### config.mk
export PLATFORM = sky130hd
export DESIGN_NAME = mem_port_arb
export DESIGN_NICKNAME = d
export VERILOG_FILES = /design/src/rtl/mem_port_arb_pkg.sv /design/src/rtl/mem_port_arb.sv
export SDC_FILE = /design/constraint.sdc
export NUM_CORES = 1
export LEC_CHECK = 0
export BUFFER_PORTS_ARGS = -buffer_cell sky130_fd_sc_hd__buf_2
export CAP_MARGIN = 10
export CORE_AREA = 4 4 105 107
export DETAILED_ROUTE_END_ITERATION = 7
export DIE_AREA = 0 0 109 111
export PLACE_DENSITY = 0.75
export SLEW_MARGIN = 10
export SYNTH_ARGS = -nofsm -noshare
export SYNTH_HDL_FRONTEND = slang
export SYNTH_SLANG_ARGS = --single-unit
export TNS_END_PERCENT = 100
### constraint.sdc
create_clock -name clk -period 1.4 [get_ports clk]
set_input_delay 0 -clock clk [delete_from_list [all_inputs] [get_ports clk]]
set_output_delay 0 -clock clk [all_outputs]
set_load 0.02 [all_outputs]
### src/rtl/mem_port_arb_pkg.sv
// Shared definitions for the instruction/data memory port arbiter: FSM state
// encodings, owner codes and width constants.
package mem_port_arb_pkg;

   localparam int ARB_ADDR_W_DEF = 32;
   localparam int ARB_DATA_W_DEF = 32;
   localparam int ARB_WEN_W      = 4;

   typedef enum logic [1:0] {
      ARB_IDLE = 2'd0,
      ARB_REQ  = 2'd1,
      ARB_RESP = 2'd2
   } arb_state_e;

   typedef enum logic {
      ARB_OWN_INST = 1'b0,
      ARB_OWN_DATA = 1'b1
   } arb_owner_e;

endpackage

### src/rtl/mem_port_arb.sv
// Two-master (fetch / load-store) arbiter onto one non-pipelined memory port.
// Optional macro ARB_ROUND_ROBIN_EN replaces fixed data priority with round robin.
module mem_port_arb
   import mem_port_arb_pkg::*;
#(
   parameter int ADDR_W = ARB_ADDR_W_DEF,
   parameter int DATA_W = ARB_DATA_W_DEF
) (
   input  logic                 clk,
   input  logic                 rst,
   input  logic                 inst_req,
   input  logic [ADDR_W-1:0]    inst_addr,
   output logic [DATA_W-1:0]    inst_rdata,
   output logic                 inst_rvalid,
   input  logic                 data_req,
   input  logic [ARB_WEN_W-1:0] data_wen,
   input  logic [ADDR_W-1:0]    data_addr,
   input  logic [DATA_W-1:0]    data_wdata,
   output logic [DATA_W-1:0]    data_rdata,
   output logic                 data_rvalid,
   output logic                 mem_req,
   output logic [ARB_WEN_W-1:0] mem_wen,
   output logic [ADDR_W-1:0]    mem_addr,
   output logic [DATA_W-1:0]    mem_wdata,
   input  logic                 mem_addr_ok,
   input  logic                 mem_data_ok,
   input  logic [DATA_W-1:0]    mem_rdata,
   output logic                 stallreq
);

   arb_state_e             state_q, state_d;
   arb_owner_e             owner_q, owner_d;
   logic [ADDR_W-1:0]      addr_q, addr_d;
   logic [ARB_WEN_W-1:0]   wen_q, wen_d;
   logic [DATA_W-1:0]      wdata_q, wdata_d;
   arb_owner_e             grant_s;
   logic                   done_s;

`ifdef ARB_ROUND_ROBIN_EN
   // Pointer holds the most recently granted owner; a tie goes to the other one.
   arb_owner_e             rr_q, rr_d;

   function automatic arb_owner_e pick_owner(input logic i_req, input logic d_req,
                                             input arb_owner_e last);
      if (i_req && d_req) begin
         return (last == ARB_OWN_DATA) ? ARB_OWN_INST : ARB_OWN_DATA;
      end else if (d_req) begin
         return ARB_OWN_DATA;
      end else begin
         return ARB_OWN_INST;
      end
   endfunction

   assign grant_s = pick_owner(inst_req, data_req, rr_q);
`else
   function automatic arb_owner_e pick_owner(input logic i_req, input logic d_req);
      if (d_req) begin
         return ARB_OWN_DATA;
      end else if (i_req) begin
         return ARB_OWN_INST;
      end else begin
         return ARB_OWN_INST;
      end
   endfunction

   assign grant_s = pick_owner(inst_req, data_req);
`endif

   // Next-state and registered-field selection.
   always_comb begin
      state_d = state_q;
      owner_d = owner_q;
      addr_d  = addr_q;
      wen_d   = wen_q;
      wdata_d = wdata_q;
`ifdef ARB_ROUND_ROBIN_EN
      rr_d    = rr_q;
`endif
      case (state_q)
         ARB_IDLE: begin
            if (inst_req || data_req) begin
               owner_d = grant_s;
               state_d = ARB_REQ;
`ifdef ARB_ROUND_ROBIN_EN
               rr_d    = grant_s;
`endif
               if (grant_s == ARB_OWN_DATA) begin
                  addr_d  = data_addr;
                  wen_d   = data_wen;
                  wdata_d = data_wdata;
               end else begin
                  addr_d  = inst_addr;
                  wen_d   = {ARB_WEN_W{1'b0}};
                  wdata_d = {DATA_W{1'b0}};
               end
            end else begin
               state_d = ARB_IDLE;
            end
         end
         ARB_REQ: begin
            if (mem_addr_ok) begin
               state_d = ARB_RESP;
            end else begin
               state_d = ARB_REQ;
            end
         end
         ARB_RESP: begin
            if (mem_data_ok) begin
               state_d = ARB_IDLE;
            end else begin
               state_d = ARB_RESP;
            end
         end
         default: begin
            state_d = ARB_IDLE;
         end
      endcase
   end

   // State and transaction field registers.
   always_ff @(posedge clk) begin
      if (rst) begin
         state_q <= ARB_IDLE;
         owner_q <= ARB_OWN_INST;
         addr_q  <= {ADDR_W{1'b0}};
         wen_q   <= {ARB_WEN_W{1'b0}};
         wdata_q <= {DATA_W{1'b0}};
`ifdef ARB_ROUND_ROBIN_EN
         rr_q    <= ARB_OWN_INST;
`endif
      end else begin
         state_q <= state_d;
         owner_q <= owner_d;
         addr_q  <= addr_d;
         wen_q   <= wen_d;
         wdata_q <= wdata_d;
`ifdef ARB_ROUND_ROBIN_EN
         rr_q    <= rr_d;
`endif
      end
   end

   // Reset gates the strobes so nothing is requested or completed while rst is high.
   assign done_s      = (state_q == ARB_RESP) && mem_data_ok && !rst;
   assign mem_req     = (state_q == ARB_REQ) && !rst;
   assign mem_addr    = addr_q;
   assign mem_wdata   = wdata_q;
   assign mem_wen     = (owner_q == ARB_OWN_DATA) ? wen_q : {ARB_WEN_W{1'b0}};
   assign inst_rvalid = done_s && (owner_q == ARB_OWN_INST);
   assign data_rvalid = done_s && (owner_q == ARB_OWN_DATA);
   assign inst_rdata  = mem_rdata;
   assign data_rdata  = mem_rdata;
   assign stallreq    = (inst_req && !inst_rvalid) || (data_req && !data_rvalid);

endmodule

==> results.md <==
* Outcome: complete, but fails checks
* Failing checks: negative setup slack
* DP Area at 4020 um2
* P&R area growth vs syn at 38.5%
* Busiest grt layer: met2
* Worst path bufs/invs at 1
* Mapped Nets at between 500 and 600
* Fmax at between 700 and 800 MHz
* Final WS setup at -0.0127 ns
* Critical Path Fanout Max at 4
* Pwr Total at between 0.005 and 0.006 W
* Mapped Avg Cell Area at ~8.7 um2
* IO Pins at around 270
* Via density at 4.83
* Clk_lat worst skew at approximately 0.34 ns
* DR iter-0 viols at 155
* GR Util met3 at 4.89%
* Setup tns final at -0.0168 ns
* Crit path time final at ~1.4 ns
* Setup violations, final at 2
* Syn Std Cell Area at between 3000 and 4000 um2
* Clock-pin slew on the worst setup and hold paths at around 0.07 ns
* Synth Register Bits at about 70
* Final Skew at about 0.0096 ns
* Critical Path AT at 1.41 ns
* Routability Congestion at around 0.81
* Share of cells above drive strength 1 at 38.4%
* CP top delay family: simple AND/OR/NAND/NOR gates
* Met1 Resource Use GR at 18.1%
* Syn. warnings at 0
* Initial antenna violation count at 0
* CP Launch Type: flip-flop
* Grt ovf at 0
* Max-capacitance violation count at 0
* Fin. Hold Viols at 0
* DP HPWL at roughly 7.5 mm
* Required @ worst endpoint at around 1.4 ns
* Area of the die at ~12000 um2
* Synthesized instance count at around 400
* Final standard cell area without fillers at a little under 5000 um2
* Slew @ Worst Pin at between 0.6 and 0.7 ns
* Leakage at between 2 and 2.5 nW
* Per-cell routed wire length at 15.5 um
* Ant diodes at 0
* PortBufs at ~180
* Top cell type's share of synthesized area at between 40% and 50%
* Util after Layout at a little under half
* Ranking of synthesized cells by area: dfxtp_1 41%, buf_4 14%, a21oi_1 10%, mux2i_1 9.2%, a211oi_1 6.9%
* First-pass GRT wire length at 17.0 mm
* First-pass DRT Iterations at 4
* RSZ-0062 raised after global routing: yes
* Hold WS at 0.00000840 ns
* TritonCTS clock tree: yes
* Worst setup path class: flip-flop to output pin
* Final period util at 101%
* Worst-case headroom to the max-slew limit at between 50% and 60%
* Routed Antenna Nets at 0
* Sequential area share after synthesis at roughly 40%
* Final Net Count at between 600 and 700
* Post-synth cell types at 25
* Clock root buffer: clkbuf_8
* Routed WL at 10.8 mm
* Worst r2r src: state_q[0]
* Launch point of the worst path: state_q[0]
* Initial core utilization at 34.4%
* Routing usage on met2 at a little under a third
* CTS H-tree depth at 3
* Total number of vias at 3371
* Largest net degree at the start of global routing at 73
* CP max stage delay at ~0.37 ns
* Core area at ~10000 um2
* Row cnt at 37
* TritonCTS Buffers at 9
* Worst hold path class: input port to output pin
* PD cells at 1120 nW/um2
* Vias in the first global route at ~3600
* All-layer global routing usage at between 10% and 20%
* Worst vdd ir at 554 uV
* Synth area leader: dfxtp_1
* Hold wc startpoint: mem_rdata[22]
* Fin. max-slew vios at 0
* Clock Tree Buf Depth at 2
* TritonCTS Sinks at 71
* CP max-delay cell: dfxtp_4
* Critical Path Sink Type: output pin
* Die extent in x at around 110 um
* DRC violations left at 0
* Cell Chain, Critical Path: nor4bb_4 -> and2_1 -> buf_2
* Die height at around 110 um
## worst paths after layout
kind | end | slack (ns) | depth (start not counted)
worst max-delay path | inst_rvalid | -0.01 | 3
worst min-delay path | inst_rdata[22] | 0.000008 | 0
worst max register to register | mem_addr[5] | 0.07 | 5
worst min register to register | mem_wdata[15] | 0.47 | 2
## state kept, by name, summed over array words and instances, names as in the netlist
signal,flops
owner_q,1
mem_wdata,32
wen_q,4
mem_addr,32
state_q,2
## area by class of cell
cell class | instances | area (um2)
Clock buffer | 12 | 135
Clock inverter | 4 | 70.1
Fill cell | 946 | 5300
Inverter | 2 | 7.51
Multi-Input combinational cell | 229 | 1430
Sequential cell | 71 | 1430
Tap cell | 136 | 170
Timing Repair Buffer | 244 | 1600
## synth_stat cells (all sizes together)
| library cell | count |
|---|---|
| buf | 86 |
| a21oi | 72 |
| dfxtp | 71 |
| nand2 | 37 |
| o21ai | 37 |
| a211oi | 32 |
| mux2i | 32 |
| clkbuf | 13 |
| and2 | 6 |
| nor2 | 4 |
| nor3b | 3 |
| inv | 2 |
| or2 | 2 |
| a2bb2oi | 1 |
| nand3b | 1 |
| nor4bb | 1 |
| or3b | 1 |
## kinds of logic after synthesis
logic type | after synthesis | synth area share, %
compound gates | 142 | 22.8
buf+inv | 101 | 19.5
flops | 71 | 40.7
mux | 32 | 9.17
simple gates | 55 | 7.85
## layer usage
layer	routed length, um	vias to the layer above
met5	0	-
met4	440	0
met3	814	47
met2	5430	155
met1	4100	1530
li1	-	1639
## what timing repair did
item | CTS | global route
hold buffers | 56 | 0
pin swaps | 2 | 4
gates cloned | 0 | 0
resized for setup | 4 | 10
hold endpoints to repair | 50 | 0
setup buffers | 0 | 0
setup endpoints to repair | 3 | 5
## metrics by stage
step / setup slack, ns / instances
floorplan: 0.0954 / 401
finish: -0.0127 / 698
CTS: -0.0410 / 698
global placement: 0.172 / 626
global route: -0.105 / 698
detailed placement: 0.0641 / 626
## power breakdown
group          internal, W  switching, W  total [W]
logic             0.000610      0.000758    0.00137
clock network      0.00100      0.000735    0.00174
registers          0.00221      0.000103    0.00231
total              0.00382       0.00160    0.00541
## layout by cell type, fill, tap and decap left out, types with 2 or more instances in the layout
master,instances
bufinv_16,2
and2_1,5
mux2i_1,32
inv_1,2
buf_12,5
a211oi_2,2
o21ai_0,26
o21ai_1,11
clkinv_2,2
clkbuf_8,9
clkbuf_1,3
a211oi_1,30
nor3b_1,2
a21oi_1,71
nand2_1,37
buf_4,7
buf_2,175
dlygate4sd3_1,56
nor2_2,3
dfxtp_1,69
(Power assumes the default switching activity.)
